`src/rtl/NetworkPkg.sv`:
```
// Shared network types: ring packet layout and injection-head FSM states.
`ifndef ID_SIZE
`define ID_SIZE 4
`endif
`ifndef DATA_WIDTH
`define DATA_WIDTH 128
`endif
`ifndef NUMNODES
`define NUMNODES 3
`endif

package NetworkPkg;

    localparam int ID_W          = `ID_SIZE;
    localparam int DATA_W        = `DATA_WIDTH;
    localparam int NUM_NODES_DEF = `NUMNODES;

    typedef struct packed {
        logic [`ID_SIZE-1:0]    src;
        logic [`ID_SIZE-1:0]    dest;
        logic [`DATA_WIDTH-1:0] data;
    } pkt_t;

    typedef enum logic [1:0] {
        INJ_EMPTY = 2'd0,
        INJ_WAIT  = 2'd1,
        INJ_STALL = 2'd2
    } inj_state_t;

endpackage

```
`src/rtl/inj_queue.sv`:
```
// Circular buffer with push, pop, head and occupancy. Callers guarantee
// push only when not full and pop only when not empty; no policy lives here.
module inj_queue #(
    parameter int DEPTH = 4,
    parameter int WIDTH = 8
) (
    input  logic                     clk,
    input  logic                     rst_l,
    input  logic                     i_push,
    input  logic                     i_pop,
    input  logic [WIDTH-1:0]         i_wdata,
    output logic [WIDTH-1:0]         o_head,
    output logic [$clog2(DEPTH):0]   o_occupancy
);

    localparam int PTR_W = $clog2(DEPTH);
    localparam int OCC_W = $clog2(DEPTH) + 1;

    logic [WIDTH-1:0] r_mem [DEPTH];
    logic [PTR_W-1:0] r_wr_ptr;
    logic [PTR_W-1:0] r_rd_ptr;
    logic [OCC_W-1:0] r_occ;

    // Storage write; contents need no reset because the head is masked when empty.
    always_ff @(posedge clk) begin
        if (i_push) begin
            r_mem[r_wr_ptr] <= i_wdata;
        end
    end

    // Pointers wrap naturally modulo DEPTH; occupancy disambiguates full from empty.
    always_ff @(posedge clk) begin
        if (!rst_l) begin
            r_wr_ptr <= {PTR_W{1'b0}};
            r_rd_ptr <= {PTR_W{1'b0}};
            r_occ    <= {OCC_W{1'b0}};
        end else begin
            if (i_push) begin
                r_wr_ptr <= r_wr_ptr + PTR_W'(1);
            end
            if (i_pop) begin
                r_rd_ptr <= r_rd_ptr + PTR_W'(1);
            end
            case ({i_push, i_pop})
                2'b10:   r_occ <= r_occ + OCC_W'(1);
                2'b01:   r_occ <= r_occ - OCC_W'(1);
                default: r_occ <= r_occ;
            endcase
        end
    end

    assign o_head      = r_mem[r_rd_ptr];
    assign o_occupancy = r_occ;

endmodule

```
`src/rtl/ring_inject_port.sv`:
```
// Per-node ring injection stage: stamps the source ID, drops illegal
// destinations, queues packets and presents the head to the ring. Tracks
// head starvation and counts packets the ring has taken.
module ring_inject_port
    import NetworkPkg::*;
#(
    parameter int NODE_ID     = 0,
    parameter int NUM_NODES   = NUM_NODES_DEF,
    parameter int DEPTH       = 4,
    parameter int STALL_LIMIT = 16
) (
    input  logic                   clk,
    input  logic                   rst_l,
    input  logic                   core_valid,
    input  logic [ID_W-1:0]        core_dest,
    input  logic [DATA_W-1:0]      core_data,
    output logic                   core_ready,
    output logic [$bits(pkt_t)-1:0] ring_pkt,
    output logic                   ring_valid,
    input  logic                   ring_accept,
    input  logic                   ring_full,
    output logic                   stall_alarm,
    output logic                   bad_dest,
    output logic [$clog2(DEPTH):0] occupancy,
    output logic [15:0]            inj_count
);

    localparam int OCC_W  = $clog2(DEPTH) + 1;
    localparam int CNT_W  = $clog2(STALL_LIMIT) + 1;
    localparam int PKT_W  = $bits(pkt_t);
    localparam logic [OCC_W-1:0] FULL_CNT  = OCC_W'(DEPTH);
    localparam logic [CNT_W-1:0] CNT_LAST  = CNT_W'(STALL_LIMIT - 1);
    localparam logic [CNT_W-1:0] CNT_MAX   = {CNT_W{1'b1}};

    logic             r_core_ready;
    logic             r_bad_dest;
    logic [15:0]      r_inj_count;
    inj_state_t       r_state;
    logic [CNT_W-1:0] r_stall_cnt;
    logic             r_stall_alarm;

    logic             w_take;
    logic             w_legal;
    logic             w_push;
    logic             w_pop;
    logic             w_valid;
    pkt_t             w_wpkt;
    pkt_t             w_head;
    logic [OCC_W-1:0] w_occ;
    logic [OCC_W-1:0] w_occ_next;
    logic [CNT_W-1:0] w_cnt_sat;

    // ring_full is status only and deliberately does not gate the handshake.
    logic             w_unused_full;
    assign w_unused_full = ring_full;

    assign w_take  = core_valid && r_core_ready;
    assign w_legal = (core_dest != ID_W'(NODE_ID)) && (32'(core_dest) < NUM_NODES);
    assign w_push  = w_take && w_legal;
    assign w_valid = (w_occ != {OCC_W{1'b0}});
    assign w_pop   = w_valid && ring_accept;

    assign w_wpkt.src  = ID_W'(NODE_ID);
    assign w_wpkt.dest = core_dest;
    assign w_wpkt.data = core_data;

    inj_queue #(
        .DEPTH (DEPTH),
        .WIDTH (PKT_W)
    ) u_queue (
        .clk         (clk),
        .rst_l       (rst_l),
        .i_push      (w_push),
        .i_pop       (w_pop),
        .i_wdata     (w_wpkt),
        .o_head      (w_head),
        .o_occupancy (w_occ)
    );

    // Next occupancy, needed for ready and for the EMPTY/WAIT choice on pop.
    always_comb begin
        w_occ_next = w_occ;
        if (w_push && !w_pop) begin
            w_occ_next = w_occ + OCC_W'(1);
        end else if (w_pop && !w_push) begin
            w_occ_next = w_occ - OCC_W'(1);
        end else begin
            w_occ_next = w_occ;
        end
    end

    assign w_cnt_sat = (r_stall_cnt == CNT_MAX) ? r_stall_cnt : r_stall_cnt + CNT_W'(1);

    // Head FSM: measures how long the head waits and raises the stall alarm.
    always_ff @(posedge clk) begin
        if (!rst_l) begin
            r_state       <= INJ_EMPTY;
            r_stall_cnt   <= {CNT_W{1'b0}};
            r_stall_alarm <= 1'b0;
        end else begin
            case (r_state)
                INJ_EMPTY: begin
                    r_stall_cnt   <= {CNT_W{1'b0}};
                    r_stall_alarm <= 1'b0;
                    if (w_push) begin
                        r_state <= INJ_WAIT;
                    end else begin
                        r_state <= INJ_EMPTY;
                    end
                end
                INJ_WAIT, INJ_STALL: begin
                    if (w_pop) begin
                        r_stall_cnt   <= {CNT_W{1'b0}};
                        r_stall_alarm <= 1'b0;
                        r_state       <= (w_occ_next == {OCC_W{1'b0}}) ? INJ_EMPTY : INJ_WAIT;
                    end else if (r_state == INJ_STALL || r_stall_cnt >= CNT_LAST) begin
                        r_stall_cnt   <= w_cnt_sat;
                        r_stall_alarm <= 1'b1;
                        r_state       <= INJ_STALL;
                    end else begin
                        r_stall_cnt   <= w_cnt_sat;
                        r_stall_alarm <= 1'b0;
                        r_state       <= INJ_WAIT;
                    end
                end
                default: begin
                    r_state       <= INJ_EMPTY;
                    r_stall_cnt   <= {CNT_W{1'b0}};
                    r_stall_alarm <= 1'b0;
                end
            endcase
        end
    end

    // Ready (from registered count only), sticky bad-destination flag and injected count.
    always_ff @(posedge clk) begin
        if (!rst_l) begin
            r_core_ready <= 1'b0;
            r_bad_dest   <= 1'b0;
            r_inj_count  <= 16'd0;
        end else begin
            r_core_ready <= (w_occ_next != FULL_CNT);
            if (w_take && !w_legal) begin
                r_bad_dest <= 1'b1;
            end
            if (w_pop) begin
                r_inj_count <= r_inj_count + 16'd1;
            end
        end
    end

    assign core_ready  = r_core_ready;
    assign ring_valid  = w_valid;
    assign ring_pkt    = w_valid ? w_head : {PKT_W{1'b0}};
    assign stall_alarm = r_stall_alarm;
    assign bad_dest    = r_bad_dest;
    assign occupancy   = w_occ;
    assign inj_count   = r_inj_count;

endmodule

```
`config.mk`:
```
export PLATFORM = sky130hd
export DESIGN_NAME = ring_inject_port
export DESIGN_NICKNAME = d
export VERILOG_FILES = /design/src/rtl/NetworkPkg.sv /design/src/rtl/inj_queue.sv /design/src/rtl/ring_inject_port.sv
export SDC_FILE = /design/constraint.sdc
export NUM_CORES = 1
export LEC_CHECK = 0
export BUFFER_PORTS_ARGS = -buffer_cell sky130_fd_sc_hd__clkbuf_2
export CORE_MARGIN = 3
export CORE_UTILIZATION = 52
export DETAILED_ROUTE_END_ITERATION = 7
export GPL_TIMING_DRIVEN = 0
export PLACE_DENSITY_LB_ADDON = 0.2
export REMOVE_ABC_BUFFERS = 1
export SLEW_MARGIN = 20
export SYNTH_ARGS = -nofsm -noshare
export SYNTH_HDL_FRONTEND = slang
export SYNTH_SLANG_ARGS = --single-unit
```
`constraint.sdc`:
```
create_clock -name clk -period 4.5 [get_ports clk]
set_input_delay 0 -clock clk [delete_from_list [all_inputs] [get_ports clk]]
set_output_delay 0 -clock clk [all_outputs]
set_load 0.03 [all_outputs]
```
==> results.yml <==
run_status:
  outcome: "completed"
place:
  gp_congestion: 0.778
  place_ws_ns: 1.57
  io_buffers: 290
  place_area_mm2: 0.0241
  dp.final_hpwl_um: 26300
clocking:
  cts_tree: "done"
  cts_hold_buf: 136
  cts_buffers: 57
  cts_resized: 0
  clockBufferDepth: 3
  cts_setup_buffers: 0
  clockRootBuffer: "clkbuf_16"
  cts_sinks: 563
  worstSkewPairLatency_ns: 0.59
  h-tree-depth: 2
  clkSlewWorstSetupHoldPaths_ns: 0.06
timing:
  clock.fmax_mhz: 335
  slew_violations: 0
  period_share_pct: 66.4
  fin_skew_ns: 0.0151
  setup_viol: 0
  holdWs_ns: 0.158
  period_minus_slack_ns: 2.99
  relSlewSlack_pct: 26.8
  rsz0062_at_grt: "false"
  worst_slack_ns: 1.51
  hold_violations: 0
  tightest_slew_ns: 1.09
die:
  std_cell_rows: 74
  die-height_um: 210
  dieArea_mm2: 0.0441
  coreArea_mm2: 0.0410
  io_pins: 296
  die-width_um: 210
  initial_core_util_pct: 52.8
route:
  wl_per_cell_um: 21.1
  wirelength_um: 43700
  dr_total_vias: 11200
  first_iter_violations: 744
  first_pass_iters: 4
  postRouteAntennaNets: 0
  drc_errors: 0
  viasPerCell: 5.41
worst_setup_path:
  r2r_start: "core_ready$_SDFF_PN0_"
  cp-end-kind: "register"
  cp_num_buf_inv: 2
  path_cells: "nand2_1, nor4_2, and2_4, buf_16, buf_12"
  worst_ep_required_time_ns: 4.78
  arrival_ns: 3.26
  slowest_delay_ns: 0.82
  crit_fanout: 37
  start_kind: "register"
  startpoint: "core_ready$_SDFF_PN0_"
  slowest_stage: "nor4_2"
  crit_family: "simple AND/OR/NAND/NOR gates"
  crit_type: "register to register"
yosys:
  ys_warn_count: 0
  syn_area_mm2: 0.0217
  yosys_most_used_dff: "edfxtp_1"
  netlist_instances: 1042
  synth.yosys.seq_area_share_pct: 76.4
  async_reset_ff_share_pct: 0
  avgSynthCellArea_um2: 20.8
  synth_cell_types: 43
  yosys.area.top_type: "edfxtp_1"
  synthTopCellsByArea: "edfxtp_1 (73%), mux4_2 (14%), and2_1 (4.0%), dfxtp_1 (3.2%), ha_1 (1.0%)"
  synth-edff-count: 528
  yosysTopAreaCellShare_pct: 73.2
  ys_ff_latch: 563
finish:
  fin_util_pct: 66.7
  final_common_cell: "edfxtp_1"
  layout.cells.most_common_list: "edfxtp_1 (528), clkbuf_2 (290), dlygate4sd3_1 (136), and2_1 (134), mux4_2 (132)"
  fin_nets: 1652
  drive_above_1_share_pct: 35.2
  area_growth_pct: 26.3
  final_area_mm2: 0.0273
power_and_ir_drop:
  leakage_nw: 9.48
  ir_drop_mv: 0.383
  powerDensity_mw_per_mm2: 484
  p_total_w: 0.0132
global_route:
  grt_util_all_layers_pct: 20.3
  overflow: 0
  grt_pass1_vias: 12300
  antenna_found_initial: 1
  grt_max_degree: 66
  grt_pass1_wl_um: 69100
min_path:
  min_path_type: "input pin to register"
  hp-start: "core_data[13]"
flow_run:
  drv_cap: 0
## power by group
part | switching, W | internal [W]
Clock | 0.00187 | 0.00292
Sequential | 0.0000647 | 0.00576
Combinational | 0.00160 | 0.00103
Total | 0.00353 | 0.00971
## cell usage after synthesis, types with 7 or more instances
| master | n |
|---|---|
| ha_1 | 18 |
| inv_1 | 14 |
| dfxtp_1 | 35 |
| and2_1 | 138 |
| edfxtp_1 | 528 |
| o21ai_0 | 7 |
| xor2_1 | 7 |
| nor2_1 | 21 |
| nand2_1 | 9 |
| nand3_1 | 8 |
| mux4_2 | 132 |
| clkbuf_1 | 22 |
| a21oi_1 | 16 |
| buf_2 | 18 |
| buf_1 | 8 |
## cell families after synthesis
family | after synthesis | share of synthesized area [%]
AOI/OAI and AO/OA | 34 | 0.924
DFF | 563 | 76.4
adders and majority gates | 18 | 1.04
xor gates and xnor gates | 13 | 0.526
and+or+nand+nor | 209 | 5.77
buffers and inverters | 69 | 1.42
other | 1 | 0.0173
muxes | 135 | 13.9
## worst paths after layout
kind	end	slack (ns)	cells after the start
setup reg to reg	u_queue.r_mem[3][106]$_DFFE_PP_	1.51	5
hold / removal	u_queue.r_mem[3][13]$_DFFE_PP_	0.16	2
hold reg to reg	bad_dest$_SDFFE_PN0P_	0.46	2
setup / recovery	u_queue.r_mem[3][106]$_DFFE_PP_	1.51	5
## layer usage
layer / share of wire [%] / wire (um) / vias up / GRT usage [%]
li1: - / - / 5095 / -
met1: 41 / 17900 / 5736 / 26.5
met2: 51 / 22100 / 298 / 34.2
met3: 5.7 / 2480 / 86 / 4.30
met4: 2.6 / 1150 / 0 / 7.25
met5: 0 / 0 / - / 0
## stage by stage
step / setup TNS, ns / instances
finish: 0 / 2072
global route: 0 / 2072
CTS: 0 / 2071
detailed placement: 0 / 1834
global placement: -2143.95 / 1813
floorplan: -353.32 / 991
## final cells by class
cell class | instances | area [um^2]
clock buffer | 68 | 1530
timing repair buffer | 447 | 3320
antenna | 1 | 2.50
tap | 532 | 666
inverter | 15 | 56.3
fill | 2710 | 13700
sequential | 563 | 16600
clock inverter | 33 | 392
multi-input combinational | 413 | 4820
## registers in the layout (all words and copies together), names as in the netlist, named ones only
name                 flops
inj_count               16
stall_alarm              1
u_queue.r_wr_ptr         2
u_queue.o_occupancy      3
u_queue.r_mem          528
core_ready               1
u_queue.r_rd_ptr         2
r_state                  2
r_stall_cnt              5
bad_dest                 1
## worst reg2reg max path: cells and delay by family (launching register included)
| kind | cells | cell delay (ns) |
|---|---|---|
| flops | 1 | 0.37 |
| simple gates | 3 | 1.67 |
| buf+inv | 2 | 0.60 |
(Power assumes the default switching activity.)
